**config.mk**
```make
export PLATFORM = sky130hd
export DESIGN_NAME = mux_8_1_rr_arbiter_flat
export DESIGN_NICKNAME = d
export VERILOG_FILES = /design/src/rtl/mux_8_1_rr_arbiter_if.sv /design/src/rtl/mux_8_1_rr_arbiter.sv /design/src/flat_wrapper.sv
export SDC_FILE = /design/constraint.sdc
export NUM_CORES = 1
export LEC_CHECK = 0
export CORE_ASPECT_RATIO = 0.8
export CORE_MARGIN = 5
export CORE_UTILIZATION = 23
export DETAILED_ROUTE_END_ITERATION = 6
export PLACE_DENSITY_LB_ADDON = 0.1
export SYNTH_ARGS = -nofsm -noshare
export SYNTH_HDL_FRONTEND = slang
export SYNTH_SLANG_ARGS = --single-unit
export TNS_END_PERCENT = 5
```
**constraint.sdc**
```tcl
create_clock -name clk -period 7.55 [get_ports clk]
set_input_delay 1.51 -clock clk [delete_from_list [all_inputs] [get_ports clk]]
set_output_delay 1.51 -clock clk [all_outputs]
set_load 0.01 [all_outputs]
```
**src/rtl/mux_8_1_rr_arbiter_if.sv**
```systemverilog
// Request/data/grant bundle shared between the requesters and the round-robin arbiter.
interface mux_8_1_rr_arbiter_if;
  logic [7:0] req;
  logic [7:0] din;
  logic [2:0] sel;
  logic [7:0] gnt;
  logic       busy;
  logic       f;
  logic [3:0] hold_cnt;

  modport master (output req, din, input sel, gnt, busy, f, hold_cnt);
  modport slave  (input req, din, output sel, gnt, busy, f, hold_cnt);
endinterface

```
**src/rtl/mux_8_1_rr_arbiter.sv**
```systemverilog
// Round-robin arbiter owning the select of an 8:1 mux, with an optional tenure limit.
module mux_8_1 (
  output logic       f,
  input  logic [2:0] sel,
  input  logic [7:0] i
);
  assign f = i[sel];
endmodule

module mux_8_1_rr_arbiter #(
  parameter int unsigned MAX_HOLD = 4
) (
  input logic clk,
  input logic rst_n,
  mux_8_1_rr_arbiter_if.slave bus
);
  typedef enum logic {IDLE, GRANT} state_t;

  localparam bit         ROTATE   = (MAX_HOLD != 0);
  localparam logic [3:0] HOLD_SAT = ROTATE ? 4'(MAX_HOLD) : 4'd15;

  state_t     state_q, state_n;
  logic [2:0] sel_q, sel_n, ptr_q, ptr_n;
  logic [7:0] gnt_q, gnt_n;
  logic       busy_q, busy_n;
  logic [3:0] hold_q, hold_n;
  logic [7:0] others;
  logic [3:0] idle_pick, rot_pick;
  logic       mux_f;

  // Returns {found, index} of the first set bit scanning upward from p, wrapping mod 8.
  function automatic logic [3:0] scan(input logic [7:0] r, input logic [2:0] p);
    logic [3:0] res;
    logic [2:0] idx;
    res = '0;
    for (int unsigned k = 0; k < 8; k++) begin
      idx = p + 3'(k);
      if (!res[3] && r[idx]) res = {1'b1, idx};
    end
    return res;
  endfunction

  always_comb begin
    state_n   = state_q;
    sel_n     = sel_q;
    gnt_n     = gnt_q;
    busy_n    = busy_q;
    hold_n    = hold_q;
    ptr_n     = ptr_q;
    others    = bus.req & ~(8'b1 << sel_q);
    idle_pick = scan(bus.req, ptr_q);
    rot_pick  = scan(others, sel_q + 3'd1);
    case (state_q)
      IDLE: begin
        if (|bus.req) begin
          state_n = GRANT;
          sel_n   = idle_pick[2:0];
          gnt_n   = 8'b1 << idle_pick[2:0];
          busy_n  = 1'b1;
          hold_n  = 4'd1;
        end
      end
      GRANT: begin
        if (!bus.req[sel_q]) begin
          ptr_n = sel_q + 3'd1;
          if (|others) begin
            sel_n  = rot_pick[2:0];
            gnt_n  = 8'b1 << rot_pick[2:0];
            hold_n = 4'd1;
          end else begin
            state_n = IDLE;
            gnt_n   = '0;
            busy_n  = 1'b0;
            hold_n  = '0;
          end
        end else if (ROTATE && hold_q == HOLD_SAT && |others) begin
          ptr_n  = sel_q + 3'd1;
          sel_n  = rot_pick[2:0];
          gnt_n  = 8'b1 << rot_pick[2:0];
          hold_n = 4'd1;
        end else if (hold_q != HOLD_SAT) begin
          hold_n = hold_q + 4'd1;
        end
      end
      default: state_n = IDLE;
    endcase
  end

  always_ff @(posedge clk or negedge rst_n) begin
    if (!rst_n) begin
      state_q <= IDLE;
      sel_q   <= '0;
      gnt_q   <= '0;
      busy_q  <= 1'b0;
      hold_q  <= '0;
      ptr_q   <= '0;
    end else begin
      state_q <= state_n;
      sel_q   <= sel_n;
      gnt_q   <= gnt_n;
      busy_q  <= busy_n;
      hold_q  <= hold_n;
      ptr_q   <= ptr_n;
    end
  end

  mux_8_1 u_mux (.f(mux_f), .sel(sel_q), .i(bus.din));

  assign bus.sel      = sel_q;
  assign bus.gnt      = gnt_q;
  assign bus.busy     = busy_q;
  assign bus.hold_cnt = hold_q;
  assign bus.f        = mux_f & busy_q;
endmodule

```
**src/flat_wrapper.sv**
```systemverilog
// flat-port wrapper written by rule: the top's interface ports become plain ports
module mux_8_1_rr_arbiter_flat 
#(
  parameter int unsigned MAX_HOLD = 4
)
  (clk, rst_n, bus_req, bus_din, bus_sel, bus_gnt, bus_busy, bus_f, bus_hold_cnt);
  mux_8_1_rr_arbiter_if bus_i ();
  input logic clk;
  input logic rst_n;
  input wire logic [$bits(bus_i.req)-1:0] bus_req;
  input wire logic [$bits(bus_i.din)-1:0] bus_din;
  output wire logic [$bits(bus_i.sel)-1:0] bus_sel;
  output wire logic [$bits(bus_i.gnt)-1:0] bus_gnt;
  output wire logic [$bits(bus_i.busy)-1:0] bus_busy;
  output wire logic [$bits(bus_i.f)-1:0] bus_f;
  output wire logic [$bits(bus_i.hold_cnt)-1:0] bus_hold_cnt;
  assign bus_i.req = bus_req;
  assign bus_i.din = bus_din;
  assign bus_sel = bus_i.sel;
  assign bus_gnt = bus_i.gnt;
  assign bus_busy = bus_i.busy;
  assign bus_f = bus_i.f;
  assign bus_hold_cnt = bus_i.hold_cnt;
  mux_8_1_rr_arbiter #(.MAX_HOLD(MAX_HOLD)) u_core (.clk(clk), .rst_n(rst_n), .bus(bus_i));
endmodule
```
==> results.md, run 1 <==
- The flow ran to the end, and the final reports show no timing, DRC or antenna violations.
- Max-cap violations in this run came to 0.
- Global routing used 19.80% of the available met2 tracks.
- After synthesis, the largest area contributor takes up 14.53% of total cell area.
- The depth of the CTS H-tree is 1.
- The final cell utilization of the core is 26.62%.
- For met3 alone, demand over resource in global routing was 2.358%.
- The worst slew slack as a fraction of its limit is 35.56%.
- Routability-driven placement finished with a final weighted congestion of 0.8687.
- The post-synthesis cell type with the largest combined area is sky130_fd_sc_hd__dfrtp_1.
- After clock tree synthesis, the setup repair step added 0 buffers.
- The total of flip-flops plus latches after synthesis is 20.
- Entering global routing, the biggest net connects 42 pins.
- In this run the tool buffered the top-level ports with 34 buffer cells.
- Of all flip-flops after synthesis, the portion carrying an async set or reset was 100.0%.
- Before antenna repair, the detailed router went through 5 iterations.
- From bottom edge to top edge, the die measures 119.5 um.
- The remaining routing DRC violations is 0.
- The hold violation count in the final report is 0.
- The final period utilization is 66.50%.
- Counting along the longest clock path gives a buffer depth of 2.
- The part of the Yosys area used for sequential elements is 14.53%.
- Synthesis produced 405 cells.
- In this run the core area contains 40 standard-cell rows.
- The number of global-route vias before repair is 3428.
- The clock skew is 1.261 ps.
- The final critical-path setup slack is 2529 ps.
- Clock-pin slew was measured on the worst setup and hold paths at 60 ps.
- Dividing the detail-routed via count by the number of cells gives 5.831.
- In this run the most used layer during global routing was met1.
- The largest fanout on the critical path is 16.
- The post-route netlist has 12.53% of its cells at a drive strength greater than 1.
- In the final routed layout, each cell accounts on average for 20.67 um.
- The total routing resource utilization after global routing is 14.02%.
- The synthesized area per cell is 8.505 um2.
- The required time of the critical path is 7720 ps.
- For the worst-skew pair, the clock arrives at the later sink with an insertion delay of 250 ps.
- For this run, the leading register cell type out of synthesis is sky130_fd_sc_hd__dfrtp_1.
- Yosys attributes the largest share of cell area to sky130_fd_sc_hd__dfrtp_1, sky130_fd_sc_hd__mux4_2, sky130_fd_sc_hd__mux2i_1.
- The library cell used as clock root buffer is sky130_fd_sc_hd__clkbuf_16.
- Based on the critical path, the design can be clocked at up to 0.1992 GHz.
- The initial antenna violation count is 0.
- The sort of element at the end of the critical path is a flop.
- The initial core utilization is 23.17%.
- The clock period minus worst slack is 5021 ps.
- Setup repair after global routing left no endpoint under its margin.
- The critical path startpoint category is a primary input.
- The number of fill cells in the layout is 1577.
- The post-cts repair resize count is 0.
- In this run the count of I/O pins placed on the die edge is 35.
- The count of final max-slew check failures is 0.
- The worst hold-check path type is reg2reg.
- The global-route track usage on met1 is 21.98%.
- Prior to clock tree synthesis, the placed netlist has a worst setup slack of 2385 ps.
- The first global-routing pass estimated 19830 um of wire.
- The post-synthesis net count is 435.
- Summing every instance area after synthesis gives 3445 um2.
- The count of antenna diodes in the layout is 0.
- The vias after detailed routing is 3522.
- The total of warnings raised by yosys is 0.
- The HPWL after detailed placement is 9354 um.
- The worst-margin pin slew is 963.5 ps.
- After routing, the total negative slack on setup checks comes to 0 ps.
- The routed design has 12480 um of wire.
- The die is 146.8 um wide.
- The overall die area is 17540 um2.
- The number of flops mapped to enable cells by yosys is 0.
- The hold slack is 504.7 ps.
- The count of nets left with antenna violations once routing finished came out at 0.
- Relative to the synthesized area, the layout overhead comes to 14.89%.
- The critical path class is in2reg.
- The total clock sinks is 20.
- The remaining global-route overflow is 0.
- In this run, the number of DRC markers left after iteration 0 of detailed routing was 514.
- The library cells used most frequently in the layout, excluding fill and tap cells, are sky130_fd_sc_hd__nand2_1, sky130_fd_sc_hd__clkdlybuf4s50_1, sky130_fd_sc_hd__nor2_1.
- The worst path arrival time is 5190 ps.
- The hold buffer count at CTS is 0.
- The unique cell type count in the Yosys netlist is 77.
- Setup violations remaining at the end of the flow were counted as 0.
- The final layout contains 446 nets.
- Buffers inserted during clock tree synthesis total 3.
- TritonCTS built the clock tree.
- The core footprint is 14860 um2.
[synthesized netlist by cell type, types with 5 or more instances]
library cell                number
sky130_fd_sc_hd__clkbuf_1       15
sky130_fd_sc_hd__ha_1           12
sky130_fd_sc_hd__xnor2_1         6
sky130_fd_sc_hd__a21oi_1        16
sky130_fd_sc_hd__mux4_2         18
sky130_fd_sc_hd__xor2_1          5
sky130_fd_sc_hd__o22ai_1         7
sky130_fd_sc_hd__inv_1          18
sky130_fd_sc_hd__o221ai_1        7
sky130_fd_sc_hd__nand2_1        34
sky130_fd_sc_hd__nor2_1         25
sky130_fd_sc_hd__a311oi_1        5
sky130_fd_sc_hd__o21a_1          5
sky130_fd_sc_hd__mux2_2          8
sky130_fd_sc_hd__o21ai_0        21
sky130_fd_sc_hd__nand3b_1        5
sky130_fd_sc_hd__o2111ai_1       5
sky130_fd_sc_hd__o211ai_1       15
sky130_fd_sc_hd__dfrtp_1        20
sky130_fd_sc_hd__mux2i_1        23
sky130_fd_sc_hd__nand2b_1        7
sky130_fd_sc_hd__nand3_1         9
sky130_fd_sc_hd__buf_2           8
sky130_fd_sc_hd__a31oi_1         5
[critical path, stage by stage]
cell	delay [ps]
sky130_fd_sc_hd__clkdlybuf4s50_1	860
sky130_fd_sc_hd__a21bo_2	310
sky130_fd_sc_hd__o21ai_0	590
sky130_fd_sc_hd__mux4_2	460
sky130_fd_sc_hd__mux2i_1	210
sky130_fd_sc_hd__a31oi_1	80
sky130_fd_sc_hd__o311ai_1	730
sky130_fd_sc_hd__o2111ai_1	250
sky130_fd_sc_hd__o211ai_1	170
[final timing paths]
path                                               startpoint                                  to  slack, ps  depth (start not counted)
max in group asynchronous                               rst_n         u_core.ptr_q[2]$_DFFE_PN0P_       5170                          1
worst min register to register  u_core.bus.gnt[6]$_DFFE_PN0P_       u_core.bus.gnt[6]$_DFFE_PN0P_        500                          2
worst max-delay path                               bus_req[4]       u_core.bus.gnt[6]$_DFFE_PN0P_       2530                          9
min in group asynchronous                               rst_n  u_core.bus.hold_cnt[3]$_DFFE_PN0P_       1790                          1
worst max register to register  u_core.bus.sel[2]$_DFFE_PN0P_       u_core.bus.gnt[1]$_DFFE_PN0P_       2760                         10
worst min-delay path            u_core.bus.gnt[6]$_DFFE_PN0P_       u_core.bus.gnt[6]$_DFFE_PN0P_        500                          2
[metal layers]
metal / wire [um] / share of wire, % / up-vias
li1: - / - / 1625
met1: 6293 / 50 / 1737
met2: 5126 / 41 / 144
met3: 872 / 7.0 / 16
met4: 191 / 1.5 / 0
met5: 0 / 0 / -
[state kept, by name (all words and copies together) (netlist names)]
signal,cells
u_core.bus.sel,3
u_core.bus.hold_cnt,4
u_core.bus.gnt,8
u_core.ptr_q,3
u_core.state_q,1
u_core.bus.busy,1
[stage by stage]
step / instance area [um2] / instances
after global placement: 3869 / 600
after global routing: 3958 / 604
after floorplan: 3445 / 405
after detailed placement: 3869 / 600
after CTS: 3958 / 604
final: 3958 / 604
[area by class of cell]
cell class / instances / area [um2] / area share, %
Timing Repair Buffer: 36 / 355.3 / 8.979
Multi-Input combinational cell: 336 / 2705 / 68.35
Clock buffer: 4 / 88.84 / 2.245
Tap cell: 189 / 236.5 / 5.975
Inverter: 19 / 71.32 / 1.802
Sequential cell: 20 / 500.5 / 12.65
[logic make-up after synthesis]
logic type	share of synthesized area, %
AO/OA/AOI/OAI	32.47
multiplexers	21.50
flip-flops	14.53
XOR/XNOR	2.797
AND/OR/NAND/NOR	17.40
adder cells (fa/ha/maj)	4.359
buffers and inverters	6.937
Power of run 1 is left out: the tool's default activity adds up to more than one toggle a clock period on the data nets, which glitch-free logic cannot reach.
==> run 2, diff against run 1 <==
==> constraint.sdc (replaced) <==
create_clock -name clk -period 4.08 [get_ports clk]
set_input_delay 0.816 -clock clk [delete_from_list [all_inputs] [get_ports clk]]
set_output_delay 0.816 -clock clk [all_outputs]
set_load 0.01 [all_outputs]
==> run 2 against run 1 <==
Net effect:
- worst setup slack got worse by 2300 ps
- wire length shrank 0.10%
- first-iteration DRC count fell by 31%
- clock-buffer cell count shrank 1
- clock skew increased by 2.1 ps
- sequential cell count unchanged
- register-to-register slack lost 2500 ps
- global-route usage decreased by 0.26 points
- highest routed layer is now met3
==> results.md, run 2 (synthesis gave the netlist of run 1 again) <==
- The final period utilization is 93.25%.
- The number of failing setup endpoints in the final timing report came to 0 (unchanged).
- The worst slew slack as a fraction of its limit is 37.17% (was 35.56%).
- The critical path startpoint category is a flop (was primary input).
- Status: complete, no violations (unchanged).
- The sort of element at the end of the critical path is a flop (unchanged).
- The worst-margin pin slew is 939.5 ps (was 963.5 ps).
- The area taken by flip-flops and latches came to 500.5 um2 (unchanged).
- The total routing resource utilization after global routing is 13.76% (was 14.02%).
- The cell area after placement is 4259 um2 (was 3869 um2).
- The final routed wire length divided by cell count is 19.01 um (was 20.67 um).
- The number of buffers added by the clock tree synthesis step came to 3 (unchanged).
- The core footprint is 14860 um2 (unchanged).
- The clock-pin slew on the worst setup and hold paths is 60 ps (about the same).
- The row count is 40 (unchanged).
- The critical path class was reg2reg (was in2reg).
- The required time of the critical path is 4200 ps (was 7720 ps).
- The global-route wire length before repair is 19530 um (was 19830 um).
- The ratio of routed vias to standard cells is 5.549 (was 5.831).
- The number of flip-flops under the largest register name is 8 (unchanged).
- The number of global-route vias before repair is 3386 (was 3428).
- The clock skew was 3.360 ps (was 1.261 ps).
- The count of final max-slew check failures came to 0 (unchanged).
- The clock latency reported for the late side of the worst-skew pair is 250 ps (about the same).
- The largest delay contributor family on the critical path is compound AO/OA/AOI/OAI gates (unchanged).
- The starting DRC count in detailed routing is 355 (was 514).
- The final design instance area without fill is 4364 um2 (was 3958 um2).
- The depth of the CTS H-tree is 1 (unchanged).
- The number of I/O pins came to 35 (unchanged).
- The remaining global-route overflow is 0 (unchanged).
- The number of fill cells in the layout was 1558 (was 1577).
- The area added between synthesis and finish is 26.70% (was 14.89%).
- The post-CTS repair timing setup buffer count is 0 (unchanged).
- The leading cell type in the layout, fill and taps excluded is sky130_fd_sc_hd__buf_4.
- Cells traversed along the worst timing path: buf_4 > inv_1 > ha_1 > nand2_1 > a311oi_1 > o31ai_1 > a2111o_1 > or3_1 > o2bb2ai_1 > buf_4 > o2111ai_1 > o211ai_1 (was clkdlybuf4s50_1 > a21bo_2 > o21ai_0 > mux4_2 > mux2i_1 > a31oi_1 > o311ai_1 > o2111ai_1 > o211ai_1).
- The area of the multi-input gates is 2705 um2 (unchanged).
- The final weighted congestion in routability-driven placement came to 0.7952 (was 0.8687).
- The die width was 146.8 um (unchanged).
- Among the stages of the critical path, the cell type that occurs most often is sky130_fd_sc_hd__buf_4.
- The largest net degree at the start of global routing is 30 (was 42).
- The final total negative setup slack is 0 ps (unchanged).
- The total wire length after detailed routing came to 12470 um (was 12480 um).
- The library cell used as clock root buffer was sky130_fd_sc_hd__clkbuf_16 (unchanged).
- The final antenna-violating net count is 0 (unchanged).
- The overall die area is 17540 um2 (unchanged).
- The number of detailed-routing iterations run before antenna repair is 5 (unchanged).
- The delay of the slowest critical-path stage is 700 ps (was 860 ps).
- The cell with the largest stage delay on the worst path was sky130_fd_sc_hd__a311oi_1 (was sky130_fd_sc_hd__clkdlybuf4s50_1).
- The remaining routing DRC violations is 0 (unchanged).
- The post-cts repair resize count is 0 (unchanged).
- Setup repair after global routing missed its margin: false (unchanged).
- The die boundary height came to 119.5 um (unchanged).
- The sum of buffers and inverters on the critical path is 3 (was 1).
- The worst hold-check path type is reg2reg (unchanged).
- The hold buffer count at CTS is 0 (unchanged).
- The hold violation count in the final report came to 0 (unchanged).
- The smallest clock period supported by the final layout is computed as 3805 ps.
- The initial antenna violation count is 0 (unchanged).
- The largest fanout on the critical path is 7 (was 16).
- The fraction of final layout cells with drive strength greater than 1 came to 22.27% (was 12.53%).
- The count of antenna diodes in the layout came to 0 (unchanged).
- The maximum operating frequency is 0.2628 GHz.
- The total clock sinks is 20 (unchanged).
- Leading cell types in the layout, fill and taps excluded: sky130_fd_sc_hd__buf_4, sky130_fd_sc_hd__nand2_1, sky130_fd_sc_hd__clkdlybuf4s50_1 (was sky130_fd_sc_hd__nand2_1, sky130_fd_sc_hd__clkdlybuf4s50_1, sky130_fd_sc_hd__nor2_1).
- The vias after detailed routing was 3640 (was 3522).
- The number of maximum-capacitance violations came to 0 (unchanged).
- The worst path arrival time is 3930 ps (was 5190 ps).
- The quantity of I/O buffers inserted on ports is 34 (unchanged).
- The clock tree from TritonCTS is yes (unchanged).
- The placed wire-length estimate is 9742 um (was 9354 um).
- The initial core utilization is 23.17% (unchanged).
- The count of nets after finishing was 498 (was 446).
- The number of buffers on the longest clock path is 2 (unchanged).
==> run 2: changes by cell type in the layout (fill, tap and decap cells not counted), sizes merged <==
| cell | delta |
|---|---|
| buf | +52 |
| clkbuf | -1 |
| bufinv | +1 |
==> run 2: cell type report <==
cell class              instances  area share (%)
multi-input cells             336           61.98
repair buffers                 88           17.09
flip-flops and latches         20           11.47
well taps                     189           5.419
clock buffers                   3           1.720
inverters                      19           1.634
clock inverters                 1          0.6881
==> run 2: layer usage <==
metal	share of wire, %	global-route usage (%)	vias up	routed length (um)
met5	0	0	-	0
met4	0	0.9401	0	0
met3	5.6	2.168	0	704
met2	40	18.88	122	4949
met1	55	22.88	1792	6817
li1	-	-	1726	-
==> run 2: final timing paths <==
path | cells after the start | endpoint | slack [ps] | startpoint
max | 12 | u_core.bus.gnt[6]$_DFFE_PN0P_ | 280 | u_core.bus.sel[0]$_DFFE_PN0P_
min | 2 | u_core.bus.gnt[1]$_DFFE_PN0P_ | 500 | u_core.bus.gnt[1]$_DFFE_PN0P_
max reg2reg | 12 | u_core.bus.gnt[6]$_DFFE_PN0P_ | 280 | u_core.bus.sel[0]$_DFFE_PN0P_
min reg2reg | 2 | u_core.bus.gnt[1]$_DFFE_PN0P_ | 500 | u_core.bus.gnt[1]$_DFFE_PN0P_
max in group asynchronous | 1 | u_core.bus.gnt[4]$_DFFE_PN0P_ | 2420 | rst_n
min in group asynchronous | 1 | u_core.bus.gnt[0]$_DFFE_PN0P_ | 1090 | rst_n
==> run 2: worst min-delay path: cells and delay by family, from the launching register on <==
| kind | cells | cell delay [ps] |
|---|---|---|
| DFF | 1 | 350 |
| AOI/OAI and AO/OA | 1 | 60 |
| and+or+nand+nor | 1 | 50 |
==> run 2: stage by stage <==
stage                     util (%)  setup slack (ps)  std cells  hold WS (ps)
after floorplan                  -             274.6        405         520.4
after global placement       28.65             151.1        652         501.0
after detailed placement     28.65             113.8        652         493.4
after CTS                    29.36             347.5        656         513.0
after global routing         29.36             68.66        656         532.7
final                        29.36             275.2        656         503.0
Power of run 2 is left out for the same reason.
